## config.mk

```make
export PLATFORM = sky130hd
export DESIGN_NAME = gsram_result_reader_flat
export DESIGN_NICKNAME = d
export VERILOG_FILES = /design/src/rtl/gsram_result_reader_if.sv /design/src/rtl/gsram_result_reader.sv /design/src/flat_wrapper.sv
export SDC_FILE = /design/constraint.sdc
export NUM_CORES = 1
export LEC_CHECK = 0
export ABC_AREA = 0
export CAP_MARGIN = 0
export CORE_AREA = 5 5 93 95
export DETAILED_ROUTE_END_ITERATION = 16
export DIE_AREA = 0 0 98 100
export PLACE_DENSITY = 0.82
export SYNTH_ARGS = -nofsm -noshare
export SYNTH_HDL_FRONTEND = slang
export SYNTH_SLANG_ARGS = --single-unit
```

## constraint.sdc

```tcl
create_clock -name clk -period 4.4 [get_ports clk]
set_input_delay 0.88 -clock clk [delete_from_list [all_inputs] [get_ports clk]]
set_output_delay 0.88 -clock clk [all_outputs]
set_load 0.1 [all_outputs]
```

## src/rtl/gsram_result_reader_if.sv

```systemverilog
// ---------------------------------------------------------------------------
// gsram_result_reader_if
//
// Groups every signal of the result reader except clock and reset:
//   - command:      start (in), busy / done (out)
//   - gSRAM port:   rd_en, rd_row, rd_col (out), rdata (in, signed Q8.8,
//                   valid the cycle after rd_en)
//   - result stream: out_valid / out_ready handshake carrying out_data
//                   (signed Q8.8), out_row, out_col, out_last
//   - classification: class_valid pulse with class_row, class_idx, class_max
//
// The master modport is the reader itself; the slave modport is the
// surrounding system (gSRAM, host interface, controller).
// ---------------------------------------------------------------------------
interface gsram_result_reader_if;
  logic               start;
  logic               busy;
  logic               done;

  logic               rd_en;
  logic        [3:0]  rd_row;
  logic        [3:0]  rd_col;
  logic signed [15:0] rdata;

  logic               out_valid;
  logic               out_ready;
  logic signed [15:0] out_data;
  logic        [3:0]  out_row;
  logic        [3:0]  out_col;
  logic               out_last;

  logic               class_valid;
  logic        [3:0]  class_row;
  logic        [3:0]  class_idx;
  logic signed [15:0] class_max;

  modport master (
    input  start,
    output busy, done,
    output rd_en, rd_row, rd_col,
    input  rdata,
    output out_valid,
    input  out_ready,
    output out_data, out_row, out_col, out_last,
    output class_valid, class_row, class_idx, class_max
  );

  modport slave (
    output start,
    input  busy, done,
    input  rd_en, rd_row, rd_col,
    output rdata,
    input  out_valid,
    output out_ready,
    input  out_data, out_row, out_col, out_last,
    input  class_valid, class_row, class_idx, class_max
  );
endinterface

```

## src/rtl/gsram_result_reader.sv

```systemverilog
// ---------------------------------------------------------------------------
// gsram_result_reader
//
// Read side of the gSRAM answer buffer. A start pulse launches a row-major
// sweep over NUM_ROWS x NUM_COLS signed Q8.8 entries. Each entry is fetched
// (ISSUE), registered (CAPTURE) and offered on a valid/ready stream
// (PRESENT), so one element leaves at most every three cycles. While the
// sweep runs, a per-row signed argmax is tracked and reported with a
// one-cycle class_valid pulse once the last column of a row is accepted.
//
// Ports:
//   clk    - rising-edge clock
//   reset  - asynchronous, active-low reset; aborts any sweep
//   bus    - gsram_result_reader_if.master (command, gSRAM read port,
//            result stream, classification result)
//
// Parameters:
//   NUM_ROWS - rows swept, 1..16
//   NUM_COLS - columns per row (one per output class), 1..16
// ---------------------------------------------------------------------------
module gsram_result_reader #(
  parameter int NUM_ROWS = 4,
  parameter int NUM_COLS = 10
) (
  input  logic                   clk,
  input  logic                   reset,
  gsram_result_reader_if.master  bus
);

  localparam int          DATA_W   = 16;
  localparam logic [3:0]  LAST_ROW = 4'(NUM_ROWS - 1);
  localparam logic [3:0]  LAST_COL = 4'(NUM_COLS - 1);

  typedef enum logic [1:0] {
    IDLE,
    ISSUE,
    CAPTURE,
    PRESENT
  } state_t;

  // Strict signed comparison: ties keep the earlier (lower) column.
  function automatic logic is_greater(input logic signed [DATA_W-1:0] a,
                                      input logic signed [DATA_W-1:0] b);
    return a > b;
  endfunction

  state_t                    state;
  state_t                    next_state;

  // Sweep position of the element currently in flight.
  logic        [3:0]         row;
  logic        [3:0]         col;
  logic        [3:0]         row_nxt;
  logic        [3:0]         col_nxt;
  logic                      row_end;

  logic                      accept_start;
  logic                      do_capture;
  logic                      xfer;

  logic                      busy_q;
  logic                      done_q;
  logic        [3:0]         rd_row_q;
  logic        [3:0]         rd_col_q;

  logic signed [DATA_W-1:0]  out_data_q;
  logic        [3:0]         out_row_q;
  logic        [3:0]         out_col_q;
  logic                      out_last_q;

  // Running argmax of the current row.
  logic signed [DATA_W-1:0]  run_max;
  logic        [3:0]         run_idx;

  logic                      class_valid_q;
  logic        [3:0]         class_row_q;
  logic        [3:0]         class_idx_q;
  logic signed [DATA_W-1:0]  class_max_q;

  // -------------------------------------------------------------------------
  // FSM state register
  // -------------------------------------------------------------------------
  always_ff @(posedge clk or negedge reset) begin
    if (!reset) begin
      state <= IDLE;
    end else begin
      state <= next_state;
    end
  end

  // -------------------------------------------------------------------------
  // FSM next state and per-cycle strobes
  // -------------------------------------------------------------------------
  always_comb begin
    next_state   = state;
    accept_start = 1'b0;
    do_capture   = 1'b0;
    xfer         = 1'b0;
    unique case (state)
      IDLE: begin
        // start is only honoured here, so a pulse during a sweep is dropped.
        if (bus.start) begin
          accept_start = 1'b1;
          next_state   = ISSUE;
        end
      end
      ISSUE: begin
        next_state = CAPTURE;
      end
      CAPTURE: begin
        do_capture = 1'b1;
        next_state = PRESENT;
      end
      PRESENT: begin
        if (bus.out_ready) begin
          xfer       = 1'b1;
          next_state = out_last_q ? IDLE : ISSUE;
        end
      end
      default: begin
        next_state = IDLE;
      end
    endcase
  end

  // Position of the next element once the current one has been accepted.
  always_comb begin
    row_end = (col == LAST_COL);
    row_nxt = row;
    col_nxt = col + 4'd1;
    if (row_end) begin
      row_nxt = row + 4'd1;
      col_nxt = 4'd0;
    end
  end

  // -------------------------------------------------------------------------
  // Sweep counters, gSRAM address, output stream and argmax registers
  // -------------------------------------------------------------------------
  always_ff @(posedge clk or negedge reset) begin
    if (!reset) begin
      row           <= '0;
      col           <= '0;
      busy_q        <= 1'b0;
      done_q        <= 1'b0;
      rd_row_q      <= '0;
      rd_col_q      <= '0;
      out_data_q    <= '0;
      out_row_q     <= '0;
      out_col_q     <= '0;
      out_last_q    <= 1'b0;
      run_max       <= '0;
      run_idx       <= '0;
      class_valid_q <= 1'b0;
      class_row_q   <= '0;
      class_idx_q   <= '0;
      class_max_q   <= '0;
    end else begin
      done_q        <= 1'b0;
      class_valid_q <= 1'b0;

      if (accept_start) begin
        busy_q   <= 1'b1;
        row      <= '0;
        col      <= '0;
        rd_row_q <= '0;
        rd_col_q <= '0;
      end

      // rdata answers the read issued in the previous (ISSUE) cycle.
      if (do_capture) begin
        out_data_q <= bus.rdata;
        out_row_q  <= row;
        out_col_q  <= col;
        out_last_q <= (row == LAST_ROW) && (col == LAST_COL);
        if ((col == 4'd0) || is_greater(bus.rdata, run_max)) begin
          run_max <= bus.rdata;
          run_idx <= col;
        end
      end

      if (xfer) begin
        row <= row_nxt;
        col <= col_nxt;
        if (row_end) begin
          class_valid_q <= 1'b1;
          class_row_q   <= row;
          class_idx_q   <= run_idx;
          class_max_q   <= run_max;
        end
        if (out_last_q) begin
          done_q <= 1'b1;
          busy_q <= 1'b0;
        end else begin
          // Address is only moved when another read follows, so it holds
          // its last value whenever rd_en is low.
          rd_row_q <= row_nxt;
          rd_col_q <= col_nxt;
        end
      end
    end
  end

  assign bus.busy        = busy_q;
  assign bus.done        = done_q;
  assign bus.rd_en       = (state == ISSUE);
  assign bus.rd_row      = rd_row_q;
  assign bus.rd_col      = rd_col_q;
  assign bus.out_valid   = (state == PRESENT);
  assign bus.out_data    = out_data_q;
  assign bus.out_row     = out_row_q;
  assign bus.out_col     = out_col_q;
  assign bus.out_last    = out_last_q;
  assign bus.class_valid = class_valid_q;
  assign bus.class_row   = class_row_q;
  assign bus.class_idx   = class_idx_q;
  assign bus.class_max   = class_max_q;

endmodule

```

## src/flat_wrapper.sv

```systemverilog
// flat-port wrapper written by rule: the top's interface ports become plain ports
module gsram_result_reader_flat 
#(
  parameter int NUM_ROWS = 4,
  parameter int NUM_COLS = 10
)
  (clk, reset, bus_start, bus_busy, bus_done, bus_rd_en, bus_rd_row, bus_rd_col, bus_rdata, bus_out_valid, bus_out_ready, bus_out_data, bus_out_row, bus_out_col, bus_out_last, bus_class_valid, bus_class_row, bus_class_idx, bus_class_max);
  gsram_result_reader_if bus_i ();
  input  logic clk;
  input  logic reset;
  input wire logic [$bits(bus_i.start)-1:0] bus_start;
  output wire logic [$bits(bus_i.busy)-1:0] bus_busy;
  output wire logic [$bits(bus_i.done)-1:0] bus_done;
  output wire logic [$bits(bus_i.rd_en)-1:0] bus_rd_en;
  output wire logic [$bits(bus_i.rd_row)-1:0] bus_rd_row;
  output wire logic [$bits(bus_i.rd_col)-1:0] bus_rd_col;
  input wire logic [$bits(bus_i.rdata)-1:0] bus_rdata;
  output wire logic [$bits(bus_i.out_valid)-1:0] bus_out_valid;
  input wire logic [$bits(bus_i.out_ready)-1:0] bus_out_ready;
  output wire logic [$bits(bus_i.out_data)-1:0] bus_out_data;
  output wire logic [$bits(bus_i.out_row)-1:0] bus_out_row;
  output wire logic [$bits(bus_i.out_col)-1:0] bus_out_col;
  output wire logic [$bits(bus_i.out_last)-1:0] bus_out_last;
  output wire logic [$bits(bus_i.class_valid)-1:0] bus_class_valid;
  output wire logic [$bits(bus_i.class_row)-1:0] bus_class_row;
  output wire logic [$bits(bus_i.class_idx)-1:0] bus_class_idx;
  output wire logic [$bits(bus_i.class_max)-1:0] bus_class_max;
  assign bus_i.start = bus_start;
  assign bus_busy = bus_i.busy;
  assign bus_done = bus_i.done;
  assign bus_rd_en = bus_i.rd_en;
  assign bus_rd_row = bus_i.rd_row;
  assign bus_rd_col = bus_i.rd_col;
  assign bus_i.rdata = bus_rdata;
  assign bus_out_valid = bus_i.out_valid;
  assign bus_i.out_ready = bus_out_ready;
  assign bus_out_data = bus_i.out_data;
  assign bus_out_row = bus_i.out_row;
  assign bus_out_col = bus_i.out_col;
  assign bus_out_last = bus_i.out_last;
  assign bus_class_valid = bus_i.class_valid;
  assign bus_class_row = bus_i.class_row;
  assign bus_class_idx = bus_i.class_idx;
  assign bus_class_max = bus_i.class_max;
  gsram_result_reader #(.NUM_ROWS(NUM_ROWS), .NUM_COLS(NUM_COLS)) u_core (.clk(clk), .reset(reset), .bus(bus_i));
endmodule
```

==> results of run 1 <==
## power breakdown
part	switching (mW)	internal, mW	total [mW]
registers	0.129	1.04	1.16
logic	1.34	0.702	2.05
clock network	0.282	0.276	0.559
total	1.76	2.01	3.77
## worst paths after layout
kind / start / endpoint / slack [ns] / cells past startpoint
min in group asynchronous: reset / u_core.bus.class_max[10] / 0.72 / 1
max: bus_rdata[15] / u_core.run_max[3] / 0.99 / 9
max in group asynchronous: reset / u_core.row[3] / 2.96 / 1
min reg2reg: u_core.run_idx[1] / u_core.bus.class_idx[1] / 0.47 / 2
max reg2reg: u_core.run_max[15] / u_core.run_max[3] / 1.58 / 9
min: u_core.run_idx[1] / u_core.bus.class_idx[1] / 0.47 / 2
## area by class of cell
| cell class | count | share of cell area, % |
|---|---|---|
| Clock buffer | 11 | 2.741 |
| Inverter | 26 | 1.892 |
| Sequential cell | 90 | 43.67 |
| Tap cell | 102 | 2.475 |
| Timing Repair Buffer | 85 | 16.25 |
| Clock inverter | 5 | 1.043 |
| Multi-Input combinational cell | 225 | 31.93 |
## tightest hold or removal path, stage by stage (launching register included)
cell     delay, ns
dfrtp_1       0.35
nand2_1       0.05
nand2_1       0.05
## per-stage QoR
step	hold slack [ns]	util [%]	total power, mW	std cells	cell area [um2]
final	0.4733	67.44	3.770	544	5157
after global routing	0.5127	67.44	3.967	544	5157
after CTS	0.4770	67.44	3.796	544	5157
after detailed placement	0.4580	64.89	3.225	528	4962
after global placement	0.4455	64.89	3.173	528	4962
after floorplan	0.4386	-	2.808	356	4069
## cell usage in the layout, fill, tap and decap left out, types with 2 or more instances in the layout
cell	n
nor2b_1	2
mux2_4	10
nand4_1	4
xnor2_1	2
o21ai_0	32
nand2_1	58
xor2_1	2
inv_1	26
mux2i_1	5
dfrtp_1	90
nor3_1	4
clkbuf_8	10
nor2_1	10
ha_1	22
o31ai_1	5
nand3_1	11
clkinv_2	3
mux2_2	32
clkdlybuf4s50_1	80
o22ai_1	2
buf_4	5
a21oi_1	5
## metal layers
metal  vias up  track usage, %
li1       1379               -
met1      1417           23.99
met2        58           30.00
met3        13           5.212
met4         0           5.325
met5         -               0
## registers in the layout (all words and copies together) (netlist names)
| signal | cells |
|---|---|
| u_core.bus.busy | 1 |
| u_core.bus.class_idx | 4 |
| u_core.bus.class_max | 16 |
| u_core.bus.class_row | 4 |
| u_core.bus.class_valid | 1 |
| u_core.bus.done | 1 |
| u_core.bus.out_col | 4 |
| u_core.bus.out_data | 16 |
| u_core.bus.out_last | 1 |
| u_core.bus.out_row | 4 |
| u_core.bus.rd_col | 4 |
| u_core.bus.rd_row | 4 |
| u_core.col | 4 |
| u_core.row | 4 |
| u_core.run_idx | 4 |
| u_core.run_max | 16 |
| u_core.state | 2 |
## cell families after synthesis
logic type / Yosys count / synth area share (%)
compound gates: 56 / 8.734
xor+xnor: 4 / 0.8612
fa+ha+maj: 22 / 6.765
buf+inv: 41 / 4.182
flops: 90 / 55.35
mux: 47 / 13.78
simple gates: 96 / 10.33
==> metrics.md, run 1 <==
| Metric | Value |
|---|---|
| Drt pass-1 iters | 4 |
| CTS Buf Count | 9 |
| Startpoint types | input port |
| Crit-path slowest cell | o41a_1 |
| Global route overflow | 0 |
| DRT iter0 DRCs | 95 |
| DR WL met3 | ~370 um |
| WP buf/inv | 2 |
| Fillcell total | between 500 and 600 |
| Ranking of synthesized cells by area | dfrtp_1, mux2_2, ha_1, nand2_1, o21ai_0 |
| CP Cell Sequence | clkdlybuf4s50_1 -> ha_1 -> nand4_2 -> o41a_1 -> o31a_1 -> o21a_2 -> a311oi_4 -> buf_4 -> mux2_2 |
| Antenna Nets Post-Route | 0 |
| Post-synthesis sequential area ratio | 55.35% |
| Post-synth EDFFs | 0 |
| Syn avg cell area | 11.43 um2 |
| Final setup violation count | 0 |
| Worst Setup End Kind | flop |
| Top cells by count, synth | dfrtp_1, nand2_1, mux2_2, o21ai_0, inv_1 |
| Synthesized area | between 4000 and 5000 um2 |
| Critical path class | in -> reg |
| Syn nets | slightly below 400 |
| Multi-input logic area | between 1500 and 2000 um2 |
| First-pass GRT wire length | approximately 15,000 um |
| Nets@finish | roughly 480 |
| Unrepaired setup endpoints after global routing | false |
| Tot GR Track Use | roughly 18% |
| Tmin final | about 3.4 ns |
| Drt drc | 0 |
| Vias in the first global route | between 2,000 and 3,000 |
| Main synth FF type | dfrtp_1 |
| Highest Clock Rate | between 200 and 300 MHz |
| Hold Path Class | reg -> reg |
| Initial Util | between 50% and 60% |
| I/O pin count | 82 |
| Detail-routed via count per cell | approximately 5.3 |
| Share of the synthesized area in the top cell type | ~55% |
| Met2 wire length | slightly above 4000 um |
| Clk Tree Root Cell | clkbuf_8 |
| H-tree Lvls | 3 |
| Final setup TNS | 0 ns |
| Max Clock Skew | 0.01083 ns |
| Die width | slightly below 100 um |
| Worst-path clk slew | roughly 0.08 ns |
| Top-count cell post-synth | dfrtp_1 |
| Core area | 7647 um2 |
| Critical-path maximum fanout | 16 |
| Hold Buf Count CTS | 0 |
| Top Family by Delay on Critical Path | compound AO/OA/AOI/OAI gates |
| Period utilisation layout | between 70% and 80% |
| Post-Route M1 WL | 3901 um |
| Worst slack, placed | just over 0.6 ns |
| Status | finished, final reports clean |
| Register Area | ~2300 um2 |
| Clock Latency Late Sink | about 0.36 ns |
| Vias | between 2,000 and 3,000 |
| WL final | around 8400 um |
| Largest net degree at the start of global routing | 91 |
| Yosys Warn Count | 0 |
| Die height | roughly 100 um |
| Netlist cell types | 39 |
| Synth area leader | dfrtp_1 |
| Initial antenna violation count | 0 |
| Worst path arrival time | about 3.7 ns |
| Gate Count Post-Synth | 356 |
| CTS sink count | 90 |
| Final Hold Viols | 0 |
| Leak | approximately 2.4 nW |
| Post-CTS sizing | 0 |
| Top layer in use | met4 |
| P&R area growth vs syn | 26.75% |
| Mean routed wirelength per cell | roughly 16 um |
| Antenna Cells | 0 |
| Asr flop ratio synth | 100.0% |
| Share of cells above drive strength 1 | between 15 and 20% |
| TritonCTS clock tree | built |
| CP peak stage delay | between 0.5 and 0.6 ns |
| Worst-Margin Slew | approximately 1.1 ns |
| Final WS setup | 0.9886 ns |
| Slew Limit Fails | 0 |
| RD Place Congestion | just under 0.8 |
| HPWL Detailed | between 6000 and 7000 um |
| Max VDD drop | around 0.65 mV |
| Critical Path RT | approximately 4.6 ns |
| Pwr Density | 730.9 nW/um2 |
| Num rows | 32 |
| Full die area | 9800 um2 |
| Max_slew headroom | 25.89% |
| Max clock buf depth | 2 |
| #FFs+latches synth | 90 |
| Maxcap violations | 0 |
| PortBufs | slightly above 80 |
| Setup bufs post-CTS | 0 |
(Power assumes the default switching activity.)
==> inputs of run 2 (changes only) <==
--- a/config.mk
+++ b/config.mk
@@ -7,10 +7,10 @@
 export LEC_CHECK = 0
 export ABC_AREA = 0
 export CAP_MARGIN = 0
-export CORE_AREA = 5 5 93 95
+export CORE_AREA = 5 5 101 103
 export DETAILED_ROUTE_END_ITERATION = 16
-export DIE_AREA = 0 0 98 100
-export PLACE_DENSITY = 0.82
+export DIE_AREA = 0 0 106 108
+export PLACE_DENSITY = 0.74
 export SYNTH_ARGS = -nofsm -noshare
 export SYNTH_HDL_FRONTEND = slang
 export SYNTH_SLANG_ARGS = --single-unit
==> constraint.sdc (replaced) <==
create_clock -name clk -period 3 [get_ports clk]
set_input_delay 0.6 -clock clk [delete_from_list [all_inputs] [get_ports clk]]
set_output_delay 0.6 -clock clk [all_outputs]
set_load 0.1 [all_outputs]
==> metrics.md, run 2 (synthesis results as in run 1) <==
| Metric | Value |
|---|---|
| Tmin final | 2.873 ns |
| Post-CTS sizing | 0 (unchanged) |
| Period utilisation layout | between 90% and 100% |
| WP buf/inv | 2 (unchanged) |
| Worst-path clk slew | 0.09 ns (was 0.08 ns) |
| Commonest cells after routing, fill and taps aside | dfrtp_1, buf_4, nand2_1 (was dfrtp_1, clkdlybuf4s50_1, nand2_1) |
| Hold Buf Count CTS | 0 (unchanged) |
| CP peak stage delay | 0.47 ns (was 0.51 ns) |
| Critical Path RT | 3.24 ns (was 4.64 ns) |
| Tot GR Track Use | 15.91% (was 18.33%) |
| Hold Path Class | in -> async (was reg -> reg) |
| Antenna Nets Post-Route | 0 (unchanged) |
| Initial Util | 44.67% (was 53.21%) |
| Highest Clock Rate | about 350 MHz |
| HPWL Detailed | 6402 um (was 6032 um) |
| Num rows | 35 (was 32) |
| PortBufs | 81 (unchanged) |
| CP Launch Point | bus_rdata[14] (was bus_rdata[15]) |
| Final setup violation count | 0 (unchanged) |
| RD Place Congestion | 0.7975 (was 0.7885) |
| Slew Limit Fails | 0 (unchanged) |
| Worst R2R Start | u_core.run_max[6] (was u_core.run_max[15]) |
| Antenna Cells | 0 (unchanged) |
| Drt drc | 0 (unchanged) |
| Register Area | 2252 um2 (unchanged) |
| P&R area growth vs syn | 26.01% (was 26.75%) |
| Maxcap violations | 0 (unchanged) |
| Critical path class | in -> reg (unchanged) |
| Top Family by Delay on Critical Path | compound AO/OA/AOI/OAI gates (unchanged) |
| Final Hold Viols | 0 (unchanged) |
| Drt pass-1 iters | 4 (unchanged) |
| Status | finished, final reports clean (unchanged) |
| Fillcell total | 805 (was 587) |
| Unrepaired setup endpoints after global routing | false (unchanged) |
| Multi-input logic area | 1653 um2 (was 1647 um2) |
| DRT iter0 DRCs | 73 (was 95) |
| I/O pin count | 82 (unchanged) |
| Leak | 2.600 nW (was 2.428 nW) |
| Share of cells above drive strength 1 | 31.81% (was 15.16%) |
| CP Cell Sequence | clkdlybuf4s50_1 -> ha_1 -> nand4_2 -> o41a_1 -> o31a_1 -> o21a_2 -> a311oi_4 -> buf_12 -> mux2_2 (was clkdlybuf4s50_1 -> ha_1 -> nand4_2 -> o41a_1 -> o31a_1 -> o21a_2 -> a311oi_4 -> buf_4 -> mux2_2) |
| Critical-path maximum fanout | 16 (unchanged) |
| Most common cell after layout, fill and taps aside | dfrtp_1 (unchanged) |
| CTS Buf Count | 9 (unchanged) |
| Setup bufs post-CTS | 0 (unchanged) |
| Core area | 9109 um2 (was 7647 um2) |
| H-tree Lvls | 3 (unchanged) |
| Clk Tree Root Cell | clkbuf_8 (unchanged) |
| Startpoint types | input port (unchanged) |
| TritonCTS clock tree | built (unchanged) |
| First-pass GRT wire length | 14,430 um (was 14,500 um) |
| Die height | 108 um (was 100 um) |
| R2r setup slk | 0.44 ns (was 1.58 ns) |
| Vias | 2,874 (was 2,867) |
| Largest net degree at the start of global routing | 58 (was 91) |
| Max clock buf depth | 2 (unchanged) |
| Crit-path slowest cell | clkdlybuf4s50_1 (was o41a_1) |
| Worst Setup End Kind | flop (unchanged) |
| Full die area | 11,450 um2 (was 9800 um2) |
| Vias in the first global route | 3,001 (was 2,982) |
| CTS sink count | 90 (unchanged) |
| Clock Latency Late Sink | 0.36 ns (about the same) |
| Pwr Density | 1072 nW/um2 (was 730.9 nW/um2) |
| Nets@finish | 496 (was 479) |
| Die width | 106 um (was 98 um) |
| Global route overflow | 0 (unchanged) |
| Max Clock Skew | 0.01158 ns (was 0.01083 ns) |
| WHS | 0.3043 ns (was 0.4733 ns) |
| Mean routed wirelength per cell | 15.45 um (was 15.52 um) |
| Initial antenna violation count | 0 (unchanged) |
| Worst path arrival time | 3.11 ns (was 3.66 ns) |
| Detail-routed via count per cell | 5.042 (was 5.270) |
| WL final | 8807 um (was 8443 um) |
| Worst-Margin Slew | 0.7252 ns (was 1.112 ns) |
| Max VDD drop | 0.8333 mV (was 0.6514 mV) |
| Final setup TNS | 0 ns (unchanged) |
| Max_slew headroom | 51.65% (was 25.89%) |
## run 2: layout make-up
type | instances | share of cell area (%)
Sequential cell | 90 | 43.92
Timing Repair Buffer | 102 | 16.06
Tap cell | 111 | 2.709
Multi-Input combinational cell | 225 | 32.24
Inverter | 26 | 1.903
Clock buffer | 11 | 2.562
Clock inverter | 5 | 0.6101
## run 2: metrics by stage
step           cells  worst slack, ns  cell area (um2)  util, %  total power, mW
3_5_place_dp     554          -0.2474             4959    54.44            4.820
4_1_cts          570           0.1375             5121    56.22            5.551
3_3_place_gp     554          -0.1915             4959    54.44            4.746
5_1_grt          570          0.01672             5127    56.29            5.806
6_report         570           0.1270             5127    56.29            5.499
2_1_floorplan    356          0.09415             4069        -            4.118
## run 2: power by group
part	total [mW]	internal (mW)	switching [mW]
combinational	3.07	1.07	2.00
sequential	1.72	1.52	0.196
clock	0.713	0.299	0.414
## run 2: worst paths after layout
check,to,cells after the start
max in group asynchronous,u_core.row[0],2
max reg2reg,u_core.run_max[15],9
min,u_core.bus.out_data[10],1
min reg2reg,u_core.bus.class_idx[3],2
min in group clk,u_core.bus.class_idx[3],2
max,u_core.run_max[15],9
## run 2: per-layer routing
layer	global-route usage, %	up-vias	part of all wire, %
met2	26.05	50	48
met1	20.29	1391	46
met3	4.000	14	3.9
met5	0	-	0
li1	-	1419	-
met4	6.568	0	2.0
==> inputs of run 3 (changes only) <==
--- a/config.mk
+++ b/config.mk
@@ -7,10 +7,10 @@
 export LEC_CHECK = 0
 export ABC_AREA = 0
 export CAP_MARGIN = 0
-export CORE_AREA = 5 5 101 103
+export CORE_AREA = 5 5 93 95
 export DETAILED_ROUTE_END_ITERATION = 16
-export DIE_AREA = 0 0 106 108
-export PLACE_DENSITY = 0.74
+export DIE_AREA = 0 0 98 100
+export PLACE_DENSITY = 0.82
 export SYNTH_ARGS = -nofsm -noshare
 export SYNTH_HDL_FRONTEND = slang
 export SYNTH_SLANG_ARGS = --single-unit
==> constraint.sdc (replaced) <==
create_clock -name clk -period 3.35 [get_ports clk]
set_input_delay 0.67 -clock clk [delete_from_list [all_inputs] [get_ports clk]]
set_output_delay 0.67 -clock clk [all_outputs]
set_load 0.1 [all_outputs]
==> metrics.md, run 3 (synthesis results as in run 1) <==
| Metric | Value |
|---|---|
| Status | finished, final reports clean (unchanged) |
| Maxcap violations | 0 (unchanged) |
| Sequential Power Share | 30.9% (was 31.2%) |
| I/O pin count | 82 (unchanged) |
| CTS sink count | 90 (unchanged) |
| Worst r2r path cells | 9 (unchanged) |
| Max_slew headroom | 67.77% (was 51.65%) |
| Unrepaired setup endpoints after global routing | false (unchanged) |
| Startpoint types | input port (unchanged) |
| Setup bufs post-CTS | 0 (unchanged) |
| DRT iter0 DRCs | 54 (was 73) |
| Final Hold Viols | 0 (unchanged) |
| P&R area growth vs syn | 24.75% (was 26.01%) |
| Pwr Density | 977.0 nW/um2 (was 1072 nW/um2) |
| Worst slack, placed | -0.06110 ns (was -0.2474 ns) |
| Drt drc | 0 (unchanged) |
| Clock power share | 14.9% (was 13.0%) |
| Commonest cells after routing, fill and taps aside | dfrtp_1, buf_4, nand2_1 (unchanged) |
| Antenna Cells | 0 (unchanged) |
| HPWL Detailed | 6055 um (was 6402 um) |
| WL final | 8381 um (was 8807 um) |
| Critical path class | in -> reg (unchanged) |
| First-pass GRT wire length | 14,620 um (was 14,430 um) |
| Internal | 2.650 mW (was 2.890 mW) |
| Share of cells above drive strength 1 | 30.22% (was 31.81%) |
| Period utilisation layout | between 90% and 100% |
| Nets@finish | 487 (was 496) |
| Final WS setup | 0.3138 ns (was 0.1270 ns) |
| Hold Buf Count CTS | 0 (unchanged) |
| Tot GR Track Use | 18.46% (was 15.91%) |
| Detail-routed via count per cell | 5.167 (was 5.042) |
| Largest net degree at the start of global routing | 91 (was 58) |
| Critical-path maximum fanout | 9 (was 16) |
| Placed Cells incl. Taps | 536 (was 554) |
| Worst Setup End Kind | flop (unchanged) |
| Initial antenna violation count | 0 (unchanged) |
| PortBufs | 81 (unchanged) |
| Net Sw Power | 2.310 mW (was 2.609 mW) |
| Fin cells | 552 (was 570) |
| Initial Util | 53.21% (was 44.67%) |
| Core area | 7647 um2 (was 9109 um2) |
| Most common cell after layout, fill and taps aside | dfrtp_1 (unchanged) |
| CTS Buf Count | 9 (unchanged) |
| Worst-Margin Slew | 0.4834 ns (was 0.7252 ns) |
| TritonCTS clock tree | built (unchanged) |
| Final setup TNS | 0 ns (unchanged) |
| Vias | 2,852 (was 2,874) |
| Die height | 100 um (was 108 um) |
| Final setup violation count | 0 (unchanged) |
| Gate power share | 54.2% (was 55.8%) |
| Worst path arrival time | 3.27 ns (was 3.11 ns) |
| Clk Tree Root Cell | clkbuf_8 (unchanged) |
| Full die area | 9800 um2 (was 11,450 um2) |
| H-tree Lvls | 3 (unchanged) |
| Max Clock Skew | 0.01411 ns (was 0.01158 ns) |
| Hold Path Class | in -> async (unchanged) |
| Num rows | 32 (was 35) |
| Mean routed wirelength per cell | 15.18 um (was 15.45 um) |
| Drt pass-1 iters | 4 (unchanged) |
| Tmin final | 3.036 ns |
| Highest Clock Rate | roughly 330 MHz |
| Die width | 98 um (was 106 um) |
| Worst-path clk slew | 0.09 ns (about the same) |
| Max VDD drop | 0.9182 mV (was 0.8333 mV) |
| Clock Latency Late Sink | 0.36 ns (about the same) |
| RD Place Congestion | 0.7570 (was 0.7975) |
| Global route overflow | 0 (unchanged) |
| Slew Limit Fails | 0 (unchanged) |
| Max clock buf depth | 2 (unchanged) |
| Leak | 2.569 nW (was 2.600 nW) |
| Antenna Nets Post-Route | 0 (unchanged) |
| Vias in the first global route | 3,040 (was 3,001) |
| Critical Path RT | 3.58 ns (was 3.24 ns) |
| Sw frac | 46.57% (was 47.45%) |
| Post-CTS sizing | 0 (unchanged) |
-- run 3: changes by cell type in the layout (fill, tap and decap cells not counted) --
cell / before / now
bufinv_16: 0 / 1
buf_4: 83 / 74
clkinv_2: 3 / 1
nor4_2: 1 / 0
nor4_1: 0 / 1
clkbuf_8: 9 / 10
-- run 3: metal layers --
| metal | GRT usage [%] | part of all wire [%] | vias up |
|---|---|---|---|
| li1 | - | - | 1393 |
| met1 | 24.30 | 46 | 1395 |
| met2 | 30.21 | 48 | 54 |
| met3 | 3.683 | 4.2 | 10 |
| met4 | 7.348 | 1.8 | 0 |
| met5 | 0 | 0 | - |
-- run 3: final cells by class --
class | count | area [um2]
fillers | 591 | 2571
flip-flops and latches | 90 | 2252
multi-input cells | 225 | 1647
repair buffers | 93 | 755.7
clock buffers | 12 | 145.1
well taps | 102 | 127.6
inverters | 26 | 97.59
clock inverters | 4 | 51.30
-- run 3: worst max-delay path, stage by stage --
cell and delay, ns:
clkdlybuf4s50_1 0.46, ha_1 0.41, nand4_2 0.14, o41a_1 0.45
o31a_1 0.12, o21a_2 0.14, a311oi_4 0.28, buf_4 0.24
mux2_2 0.35
-- run 3: final timing paths --
kind | from | endpoint | slack, ns
hold reg to reg | u_core.run_idx[1] | u_core.bus.class_idx[1] | 0.48
setup / recovery | bus_rdata[15] | u_core.run_max[2] | 0.31
setup reg to reg | u_core.run_max[15] | u_core.run_max[2] | 0.73
hold / removal | reset | u_core.bus.out_data[9] | 0.33
max in group asynchronous | reset | u_core.bus.class_row[2] | 2.63
min in group clk | u_core.run_idx[1] | u_core.bus.class_idx[1] | 0.48
-- run 3: metrics by stage --
stage	instance area [um2]	utilization (%)	hold slack [ns]	power, mW
after floorplan	4069	-	0.3744	3.688
after global placement	4880	63.81	0.4532	4.183
after detailed placement	4880	63.81	0.4560	4.258
after CTS	5076	66.38	0.3652	5.004
after global routing	5076	66.38	0.3756	5.238
final	5076	66.38	0.3273	4.959
-- run 3: power by group through the flow --
stage / clock network (mW) / registers [mW] / logic [mW]
floorplan: 0 / 2.44 / 1.24
global placement: 0 / 1.54 / 2.64
detailed placement: 0 / 1.56 / 2.70
CTS: 0.759 / 1.54 / 2.71
global route: 0.800 / 1.57 / 2.86
finish: 0.738 / 1.53 / 2.69
